`src/rtl/collatz_sweep_master_pkg.sv`:
```
// Shared definitions for the Collatz sweep master: FSM encodings and default sizing.
package collatz_sweep_master_pkg;

  localparam int W_DEF       = 8;
  localparam int TIMEOUT_DEF = 1024;

  typedef enum logic [2:0] {
    ST_IDLE      = 3'd0,
    ST_SETUP     = 3'd1,
    ST_WAIT_ACK  = 3'd2,
    ST_WAIT_DONE = 3'd3,
    ST_CMP       = 3'd4,
    ST_FIN       = 3'd5
  } state_e;

  // Width of a watchdog counter able to hold values 0..timeout.
  function automatic int wd_width(input int timeout);
    return $clog2(timeout + 1);
  endfunction

endpackage

```
`src/rtl/collatz_sweep_master_if.sv`:
```
// Upstream (soc/eoc slave) and downstream (soc_x/eoc_x master) signals of the sweep master.
interface collatz_sweep_master_if #(
  parameter int W = 8
) ();

  logic         soc;
  logic         eoc;
  logic [W-1:0] n_lo;
  logic [W-1:0] n_hi;
  logic [W-1:0] n_max;
  logic [W-1:0] k_max;
  logic         err;
  logic         soc_x;
  logic         eoc_x;
  logic [W-1:0] n_x;
  logic [W-1:0] k_x;

  // The sweep master itself.
  modport master (
    input  soc, n_lo, n_hi, eoc_x, k_x,
    output eoc, n_max, k_max, err, soc_x, n_x
  );

  // Its environment: upstream requester plus downstream Collatz unit.
  modport slave (
    output soc, n_lo, n_hi, eoc_x, k_x,
    input  eoc, n_max, k_max, err, soc_x, n_x
  );

endinterface

```
`src/rtl/collatz_sweep_master_initiator.sv`:
```
// soc_x/eoc_x initiator: SETUP -> WAIT_ACK -> WAIT_DONE for one operand, with a watchdog.
module soc_eoc_initiator
  import collatz_sweep_master_pkg::*;
#(
  parameter int TIMEOUT = TIMEOUT_DEF
) (
  input  logic clock,
  input  logic reset_,
  input  logic go_i,
  input  logic eoc_x_i,
  output logic soc_x_o,
  output logic done_o,
  output logic timeout_o
);

  localparam int              CNT_W   = wd_width(TIMEOUT);
  localparam logic [CNT_W-1:0] WD_LAST = CNT_W'(TIMEOUT - 1);

  state_e           state_q, state_d;
  logic             soc_x_q, soc_x_d;
  logic [CNT_W-1:0] wd_q, wd_d;
  logic             waiting_s;
  logic             expired_s;

  assign waiting_s = ((state_q == ST_WAIT_ACK) && eoc_x_i) ||
                     ((state_q == ST_WAIT_DONE) && !eoc_x_i);
  assign expired_s = (wd_q == WD_LAST);
  assign done_o    = (state_q == ST_WAIT_DONE) && eoc_x_i;
  assign timeout_o = waiting_s && expired_s;
  assign soc_x_o   = soc_x_q;

  // State, soc_x and watchdog registers.
  always_ff @(posedge clock or negedge reset_) begin
    if (!reset_) begin
      state_q <= ST_IDLE;
      soc_x_q <= 1'b0;
      wd_q    <= {CNT_W{1'b0}};
    end else begin
      state_q <= state_d;
      soc_x_q <= soc_x_d;
      wd_q    <= wd_d;
    end
  end

  // Next-state: SETUP refuses to start while the slave still reports busy.
  always_comb begin
    state_d = state_q;
    case (state_q)
      ST_IDLE:      if (go_i)          state_d = ST_SETUP;     else state_d = ST_IDLE;
      ST_SETUP:     if (eoc_x_i)       state_d = ST_WAIT_ACK;  else state_d = ST_SETUP;
      ST_WAIT_ACK:  if (!eoc_x_i)      state_d = ST_WAIT_DONE;
                    else if (expired_s) state_d = ST_IDLE;
                    else               state_d = ST_WAIT_ACK;
      ST_WAIT_DONE: if (eoc_x_i)       state_d = ST_IDLE;
                    else if (expired_s) state_d = ST_IDLE;
                    else               state_d = ST_WAIT_DONE;
      default:                         state_d = ST_IDLE;
    endcase
  end

  // soc_x is high exactly while waiting for the acknowledge; the watchdog restarts on each wait state entry.
  always_comb begin
    soc_x_d = (state_d == ST_WAIT_ACK);
    if (state_d != state_q) begin
      wd_d = {CNT_W{1'b0}};
    end else if (waiting_s) begin
      wd_d = wd_q + CNT_W'(1);
    end else begin
      wd_d = {CNT_W{1'b0}};
    end
  end

endmodule

```
`src/rtl/collatz_sweep_master.sv`:
```
// Sweeps n over [n_lo, n_hi] through a downstream Collatz unit and reports the n with the largest step count.
module collatz_sweep_master
  import collatz_sweep_master_pkg::*;
#(
  parameter int W       = W_DEF,
  parameter int TIMEOUT = TIMEOUT_DEF
) (
  input logic                     clock,
  input logic                     reset_,
  collatz_sweep_master_if.master  bus
);

  state_e       state_q, state_d;
  logic         eoc_q, eoc_d;
  logic         err_q, err_d;
  logic [W-1:0] n_x_q, n_x_d;
  logic [W-1:0] n_hi_q, n_hi_d;
  logic [W-1:0] n_max_q, n_max_d;
  logic [W-1:0] k_max_q, k_max_d;
  logic [W-1:0] k_cap_q, k_cap_d;
  logic         go_s;
  logic         done_s;
  logic         timeout_s;
  logic         soc_x_s;
  logic         bad_range_s;

  assign bad_range_s = (bus.n_lo == {W{1'b0}}) || (bus.n_lo > bus.n_hi);

  soc_eoc_initiator #(
    .TIMEOUT (TIMEOUT)
  ) u_initiator (
    .clock     (clock),
    .reset_    (reset_),
    .go_i      (go_s),
    .eoc_x_i   (bus.eoc_x),
    .soc_x_o   (soc_x_s),
    .done_o    (done_s),
    .timeout_o (timeout_s)
  );

  assign bus.eoc   = eoc_q;
  assign bus.err   = err_q;
  assign bus.n_x   = n_x_q;
  assign bus.n_max = n_max_q;
  assign bus.k_max = k_max_q;
  assign bus.soc_x = soc_x_s;

  // State and datapath registers.
  always_ff @(posedge clock or negedge reset_) begin
    if (!reset_) begin
      state_q <= ST_IDLE;
      eoc_q   <= 1'b1;
      err_q   <= 1'b0;
      n_x_q   <= {W{1'b0}};
      n_hi_q  <= {W{1'b0}};
      n_max_q <= {W{1'b0}};
      k_max_q <= {W{1'b0}};
      k_cap_q <= {W{1'b0}};
    end else begin
      state_q <= state_d;
      eoc_q   <= eoc_d;
      err_q   <= err_d;
      n_x_q   <= n_x_d;
      n_hi_q  <= n_hi_d;
      n_max_q <= n_max_d;
      k_max_q <= k_max_d;
      k_cap_q <= k_cap_d;
    end
  end

  // Next-state: here SETUP covers the whole downstream exchange run by the initiator.
  always_comb begin
    state_d = state_q;
    case (state_q)
      ST_IDLE: begin
        if (bus.soc) state_d = bad_range_s ? ST_FIN : ST_SETUP;
        else         state_d = ST_IDLE;
      end
      ST_SETUP: begin
        if (timeout_s)   state_d = ST_FIN;
        else if (done_s) state_d = ST_CMP;
        else             state_d = ST_SETUP;
      end
      ST_CMP: begin
        if (n_x_q == n_hi_q) state_d = ST_FIN;
        else                 state_d = ST_SETUP;
      end
      ST_FIN: begin
        if (!bus.soc) state_d = ST_IDLE;
        else          state_d = ST_FIN;
      end
      default: state_d = ST_IDLE;
    endcase
  end

  // Datapath next values and the go strobe that launches the initiator.
  always_comb begin
    eoc_d   = eoc_q;
    err_d   = err_q;
    n_x_d   = n_x_q;
    n_hi_d  = n_hi_q;
    n_max_d = n_max_q;
    k_max_d = k_max_q;
    k_cap_d = k_cap_q;
    go_s    = 1'b0;
    case (state_q)
      ST_IDLE: begin
        if (bus.soc) begin
          eoc_d   = 1'b0;
          err_d   = bad_range_s;
          k_max_d = {W{1'b0}};
          n_max_d = bus.n_lo;
          n_hi_d  = bus.n_hi;
          if (!bad_range_s) begin
            n_x_d = bus.n_lo;
            go_s  = 1'b1;
          end else begin
            n_x_d = n_x_q;
          end
        end else begin
          eoc_d = 1'b1;
        end
      end
      ST_SETUP: begin
        if (timeout_s)   err_d   = 1'b1;
        else if (done_s) k_cap_d = bus.k_x;
        else             k_cap_d = k_cap_q;
      end
      ST_CMP: begin
        // Strict compare: on a tie the earlier, smaller n is kept.
        if (k_cap_q > k_max_q) begin
          k_max_d = k_cap_q;
          n_max_d = n_x_q;
        end else begin
          k_max_d = k_max_q;
        end
        // Equality test before increment, so n_hi at the top of the range never wraps n_x.
        if (n_x_q != n_hi_q) begin
          n_x_d = n_x_q + {{(W-1){1'b0}}, 1'b1};
          go_s  = 1'b1;
        end else begin
          n_x_d = n_x_q;
        end
      end
      ST_FIN: begin
        if (!bus.soc) eoc_d = 1'b1;
        else          eoc_d = 1'b0;
      end
      default: begin
        eoc_d = 1'b1;
      end
    endcase
  end

endmodule
```
`src/flat_wrapper.sv`:
```
// flat-port wrapper written by rule: the top's interface ports become plain ports
module collatz_sweep_master_flat import collatz_sweep_master_pkg::*;
#(
  parameter int W       = W_DEF,
  parameter int TIMEOUT = TIMEOUT_DEF
)
  (clock, reset_, bus_soc, bus_n_lo, bus_n_hi, bus_eoc_x, bus_k_x, bus_eoc, bus_n_max, bus_k_max, bus_err, bus_soc_x, bus_n_x);
  collatz_sweep_master_if #(.W(W)) bus_i ();
  input logic clock;
  input logic reset_;
  input wire logic [$bits(bus_i.soc)-1:0] bus_soc;
  input wire logic [$bits(bus_i.n_lo)-1:0] bus_n_lo;
  input wire logic [$bits(bus_i.n_hi)-1:0] bus_n_hi;
  input wire logic [$bits(bus_i.eoc_x)-1:0] bus_eoc_x;
  input wire logic [$bits(bus_i.k_x)-1:0] bus_k_x;
  output wire logic [$bits(bus_i.eoc)-1:0] bus_eoc;
  output wire logic [$bits(bus_i.n_max)-1:0] bus_n_max;
  output wire logic [$bits(bus_i.k_max)-1:0] bus_k_max;
  output wire logic [$bits(bus_i.err)-1:0] bus_err;
  output wire logic [$bits(bus_i.soc_x)-1:0] bus_soc_x;
  output wire logic [$bits(bus_i.n_x)-1:0] bus_n_x;
  assign bus_i.soc = bus_soc;
  assign bus_i.n_lo = bus_n_lo;
  assign bus_i.n_hi = bus_n_hi;
  assign bus_i.eoc_x = bus_eoc_x;
  assign bus_i.k_x = bus_k_x;
  assign bus_eoc = bus_i.eoc;
  assign bus_n_max = bus_i.n_max;
  assign bus_k_max = bus_i.k_max;
  assign bus_err = bus_i.err;
  assign bus_soc_x = bus_i.soc_x;
  assign bus_n_x = bus_i.n_x;
  collatz_sweep_master #(.W(W), .TIMEOUT(TIMEOUT)) u_core (.clock(clock), .reset_(reset_), .bus(bus_i));
endmodule
```
`config.mk`:
```
export PLATFORM = sky130hd
export DESIGN_NAME = collatz_sweep_master_flat
export DESIGN_NICKNAME = d
export VERILOG_FILES = /design/src/rtl/collatz_sweep_master_pkg.sv /design/src/rtl/collatz_sweep_master_if.sv /design/src/rtl/collatz_sweep_master_initiator.sv /design/src/rtl/collatz_sweep_master.sv /design/src/flat_wrapper.sv
export SDC_FILE = /design/constraint.sdc
export NUM_CORES = 1
export LEC_CHECK = 0
export CORE_ASPECT_RATIO = 0.75
export CORE_MARGIN = 2
export CORE_UTILIZATION = 45
export CTS_CLUSTER_DIAMETER = 50
export CTS_CLUSTER_SIZE = 28
export DETAILED_ROUTE_END_ITERATION = 8
export PLACE_DENSITY = 0.71
export SLEW_MARGIN = 20
export SYNTH_ARGS = -nofsm -noshare
export SYNTH_HDL_FRONTEND = slang
export SYNTH_SLANG_ARGS = --single-unit
```
`constraint.sdc`:
```
create_clock -name clock -period 3.55 [get_ports clock]
set_input_delay 1.065 -clock clock [delete_from_list [all_inputs] [get_ports clock]]
set_output_delay 1.065 -clock clock [all_outputs]
set_load 0.005 [all_outputs]
```
Yosys cells after proc, flatten, opt, wreduce, memory -nomap -nowiden
Index checks and enable logic that the tools add are counted.
Storage, ports and cells
  bits in registers: 60
  word-level logic and storage cells: 86
Operators by class
  add/sub/neg operators: 2
  magnitude comparators: 2
  equal/unequal tests: 16
  mux-type cells: 35
  bitwise gates (word level): 1
  reductions and logical operators: 19
Operator list (number)
  $mux W8: 7
  $pmux W8 S2: 3
  $pmux W3 S4: 2
  $mux W11: 2
  $mux W3: 6
  $gt A8 B8 Y1: 2
  $add A11 B1 Y11 const B: 1
  $eq A11 B10 Y1 const B: 1
  $mux W2: 5
  $eq A3 B2 Y1 const B: 3
  $reduce_and A3 Y1: 3
  $add A8 B1 Y8 const B: 1
  $eq A8 B8 Y1: 1
  $logic_not A8 Y1: 1
  $ne A8 B8 Y1: 1
  $mux W1: 7
  $eq A3 B1 Y1 const B: 2
  $eq A3 B3 Y1 const B: 2
  $logic_not A3 Y1: 2
  $ne A2 B1 Y1 const B: 3
  $pmux W1 S2: 3
  $logic_and A1 B1 Y1: 4
  $ne A2 B2 Y1 const B: 2
  $reduce_and A4 Y1: 1
  other kinds (7): 10

Longest topological paths before layout
  word-level depth: 9
  mapped depth: 9

By module
From an unflattened synthesis, not the netlist that was laid out.
Second synthesis, totals
  cell total of the unflattened synthesis: 355
  area, all modules: 3374.5 um^2
By module, submodules not included
  collatz_sweep_master: instances 1, cells an instance 286, area an instance 2670.1 um^2, seq. area each 1102.3 um^2
  soc_eoc_initiator: instances 1, cells an instance 69, area an instance 704.4 um^2, seq. area each 350.3 um^2

Worst setup path after synthesis
OpenSTA, ideal clock, no wires.
  kind: input port to flip-flop
  start: in bus_n_hi[1]
  end: reg u_core.n_x_q[1], in the netlist u_core.bus.n_x[1]
  data arrival time: 2543 ps
  required time: 3425 ps
  setup slack: 882 ps
  cell stages on the path: 8
  cell sequence: inv_1 ha_1 nor2b_1 o211ai_1 a21o_2 nand4b_1 a21boi_4 mux2_4
On the way
  word-level cells in the longest chain between the ends: 4
Ends and longest elaborated chain
  start, declared: line flat_wrapper.sv:13  | input wire logic [$bits(bus_i.n_hi)-1:0] bus_n_hi;
  $gt A8 B8 Y1: line collatz_sweep_master.sv:27  | assign bad_range_s = (bus.n_lo == {W{1'b0}}) || (bus.n_lo > bus.n_hi);
  $logic_or A1 B1 Y1: line collatz_sweep_master.sv:27
  $ne A2 B2 Y1 (no source line)
  $reduce_and A4 Y1 (no source line)
  end signal, assigned: line collatz_sweep_master.sv:54  | n_x_q <= {W{1'b0}};
  end signal, assigned: line collatz_sweep_master.sv:63  | n_x_q <= n_x_d;
  end, declared: line collatz_sweep_master.sv:16  | logic [W-1:0] n_x_q, n_x_d;
Every way passes these cells.
A chain may end at the register's enable or synchronous reset.

Worst setup path after layout
  start: in bus_n_lo[0]
  end: reg u_core.n_x_q[1], in the netlist u_core.bus.n_x[1]
On the way
  word-level cells in the longest chain between the ends: 4
  elaborated cells between the ends (all ways): 5
  those cells by class: order compare (1); eq/ne (1); reduce/logical (3)
Ends and longest elaborated chain
  start, declared: line flat_wrapper.sv:12  | input wire logic [$bits(bus_i.n_lo)-1:0] bus_n_lo;
  $gt A8 B8 Y1 / $logic_not A8 Y1 (equally long branches): line collatz_sweep_master.sv:27
  $logic_or A1 B1 Y1 (*): line collatz_sweep_master.sv:27
  $ne A2 B2 Y1 (no source line) (*)
  $reduce_and A4 Y1 (no source line) (*)
Mark *: on every way between the ends. The rest lies on a longest branch, timed or not.

==> summary.md <==
| Metric | Value |
|---|---|
| Clock transition at path regs | `0.06 ns` |
| Worst Clk Skew | `around 0.013 ns` |
| Worst vdd ir | `~0.36 mV` |
| FF-to-FF setup slack | `about 1.2 ns` |
| Max Slew Vio Count | `0` |
| Slowest CP cell | `clkdlybuf4s50_1` |
| Die height | `79.25 microns` |
| Max-Cap Viols | `0` |
| Leakage | `1.843 nW` |
| Register bit total from synthesis | `58` |
| Clock buffer depth | `2` |
| Antenna-violating nets left | `0` |
| Buffers on Ports | `54` |
| Hpwl dp | `5.542 mm` |
| Final period util | `0.8621` |
| Synth top area share | `0.4199` |
| Worst Path Max Fanout | `5` |
| Worst EP required | `3.77 ns` |
| Final core occ | `0.5754` |
| Startpoint Class | `input port` |
| Post-synth EDFFs | `0` |
| Critical path class | `in2reg` |
| Reg2reg end | `u_core.bus.k_max[5]$_DFFE_PN0P_` |
| Area delta synth->final | `24.16%` |
| Post-CTS Resized | `0` |
| Post-CTS Hold Buffers | `0` |
| CORE AREA | `7331 sq um` |
| Hold Crit Class | `reg2reg` |
| Final setup fails | `0` |
| Clk sink count | `58` |
| Top cells by area, synth | `dfrtp_1 42%, ha_1 8.1%, mux2_2 7.3%` |
| Layout cells sized above 1 | `0.1637` |
| Inserted Clock Buffers | `9` |
| Hold endpoint | `u_core.u_initiator.wd_q[0]$_DFF_PN0_` |
| Die area | `8267 sq um` |
| Post-synth top cells | `57 x dfrtp_1, 44 x nand2_1, 23 x inv_1` |
| Cells after Synth | `326` |
| Seq/Total Area, Yosys | `0.4276` |
| WL/cell | `15.76 microns` |
| Worst Hold Launch | `u_core.u_initiator.wd_q[0]$_DFF_PN0_` |
| Syn_area_per_cell | `10.42 sq um` |
| Worst r2r path cells | `7` |
| Warning count from the yosys run | `0` |
| Status | `complete, no violations` |
| Synthesized Nets | `376` |
| Mapped Area | `3397 sq um` |
| Most common flop cell mapped by yosys | `dfrtp_1` |
| Total Neg Setup Slack | `0 ns` |
| Ant. Diodes | `0` |
| Routed Wire Length | `7.753 mm` |
| GPL Wtd Cong | `0.8637` |
| Fill cells | `666` |
| Max frequency | `326.8 MHz` |
| Total gr overflow | `0` |
| Number of remaining DRC errors | `0` |
| Yosys top cell by area | `dfrtp_1` |
| Vias/cell | `5.350` |
| NumNets Final | `436` |
| Normalized max-slew margin | `0.5036` |
| Min-Delay Path Depth | `1` |
| TritonCTS clock tree | `built` |
| Cell family with most CP delay | `buffers and inverters` |
| Die W | `between 100 and 150 microns` |
| Slew @ Worst Pin | `0.7446 ns` |
| Crit-path cells | `clkdlybuf4s50_1, inv_1, ha_1, nand4_1, o21ai_0, nand4b_1, a21boi_4, mux2_4` |
| Initial DRT Pass Iterations | `5` |
| Row count | `27` |
| CP arrival | `between 3 and 4 ns` |
| RR Startpoint | `u_core.state_q[0]$_DFF_PN0_` |
| RSZ-0062 raised after global routing | `false` |
| I/O pin count | `55` |
| Fin crit period | `a little over 3 ns` |
| CP endpoint kind | `register` |
| Largest stage delay, worst path | `0.53 ns` |
| Initial antenna violation count | `0` |
| Initial Util | `0.4634` |
| Most common cell in the netlist | `dfrtp_1` |
| PD cells | `roughly 800 nW/um^2` |
| Detailed-route via count | `2632` |
| DRT iter0 DRCs | `172` |
| Synth async-reset ratio | `1.000` |
| Clk_lat worst skew | `0.34 ns` |
| GRT Resource Usage Total | `0.2060` |
| Largest net degree at the start of global routing | `59` |
| Netlist cell types | `slightly below 60` |
| Critical path buffers and inverters | `2` |
| Number of global-route vias before repair | `around 2600` |
| First-pass GRT wire length | `13.09 mm` |
| Post-CTS Setup Bufs | `0` |
| H-tree Lvls | `3` |
| Final Hold Viols | `0` |
| Clk Tree Root Cell | `clkbuf_8` |
[worst reg2reg max path, delay by kind of cell (launching register included)]
family | cells | cell delay (ns)
mux | 1 | 0.20
simple gates | 1 | 0.14
fa+ha+maj | 1 | 0.48
buf+inv | 2 | 0.35
compound gates | 2 | 0.66
flops | 1 | 0.42
[metrics by stage]
| step | cell area [sq um] | power [mW] | std cells | hold WS, ns | setup WS [ns] |
|---|---|---|---|---|---|
| 2_1_floorplan | 3397 | 2.247 | 326 | 0.4463 | 0.8817 |
| 3_3_place_gp | 4031 | 2.774 | 476 | 0.4667 | 0.2329 |
| 3_5_place_dp | 4031 | 2.820 | 476 | 0.4799 | 0.1481 |
| 4_1_cts | 4218 | 3.447 | 492 | 0.4892 | 0.5226 |
| 5_1_grt | 4218 | 3.687 | 492 | 0.5277 | 0.3717 |
| 6_report | 4218 | 3.420 | 492 | 0.4854 | 0.4897 |
[state kept, by name (all words and copies together), names as in the netlist]
signal / flops
u_core.u_initiator.soc_x_o: 1
u_core.bus.n_max: 8
u_core.n_hi_q: 8
u_core.bus.err: 1
u_core.bus.k_max: 8
u_core.k_cap_q: 8
u_core.bus.n_x: 8
u_core.u_initiator.state_q: 2
u_core.u_initiator.wd_q: 11
u_core.state_q: 2
u_core.bus.eoc: 1
[how the worst max path moves through the flow]
stage               cells after the start        start                             to
finish                                  8  bus_n_lo[0]  u_core.bus.n_x[1]$_DFFE_PN0P_
global route                            8  bus_n_lo[0]  u_core.bus.n_x[1]$_DFFE_PN0P_
CTS                                     8  bus_n_lo[0]  u_core.bus.n_x[1]$_DFFE_PN0P_
detailed placement                      8  bus_n_lo[0]  u_core.bus.n_x[1]$_DFFE_PN0P_
global placement                        8  bus_n_lo[0]  u_core.bus.n_x[1]$_DFFE_PN0P_
floorplan                               8  bus_n_hi[1]  u_core.bus.n_x[1]$_DFFE_PN0P_
[cell families after synthesis]
logic type	synth area share
simple gates	0.1525
compound gates	0.1190
flops	0.4276
mux	0.1186
buf+inv	0.04788
fa+ha+maj	0.08398
xor+xnor	0.05046
[power breakdown]
group          internal, mW  switching [mW]  total [mW]
logic                 0.837           0.765        1.60
registers             0.928           0.296        1.22
clock network         0.322           0.272       0.594
[layout make-up]
class                   count  area [sq um]  share of cell area
clock buffers              11         131.4             0.03115
flip-flops and latches     58          1453              0.3444
multi-input cells         233          1782              0.4224
inverters                  24         90.09             0.02136
clock inverters             5         55.05             0.01305
well taps                 101         126.4             0.02996
repair buffers             60         580.6              0.1376
[layout by cell type, fill, tap and decap left out, types with 3 or more instances in the layout]
master	instances
a211oi_1	3
a21o_1	3
a21oi_1	10
and4_1	5
buf_4	6
clkbuf_8	9
clkdlybuf4s50_1	53
dfrtp_1	57
ha_1	22
inv_1	23
mux2_2	22
mux2_4	3
mux2i_1	11
nand2_1	44
nand3_1	8
nand4_1	6
nor2_1	17
nor2b_1	3
nor3_1	3
o21ai_0	17
xnor2_1	3
xor2_1	11
xor2_2	3
[metal layers]
layer,vias to the layer above,wire length [microns],GRT usage
li1,1270,-,-
met1,1247,3796,0.2892
met2,98,3342,0.3052
met3,17,493,0.05419
met4,0,121,0.07838
met5,-,0,0
No activity file was read; power rests on OpenSTA's default activity.
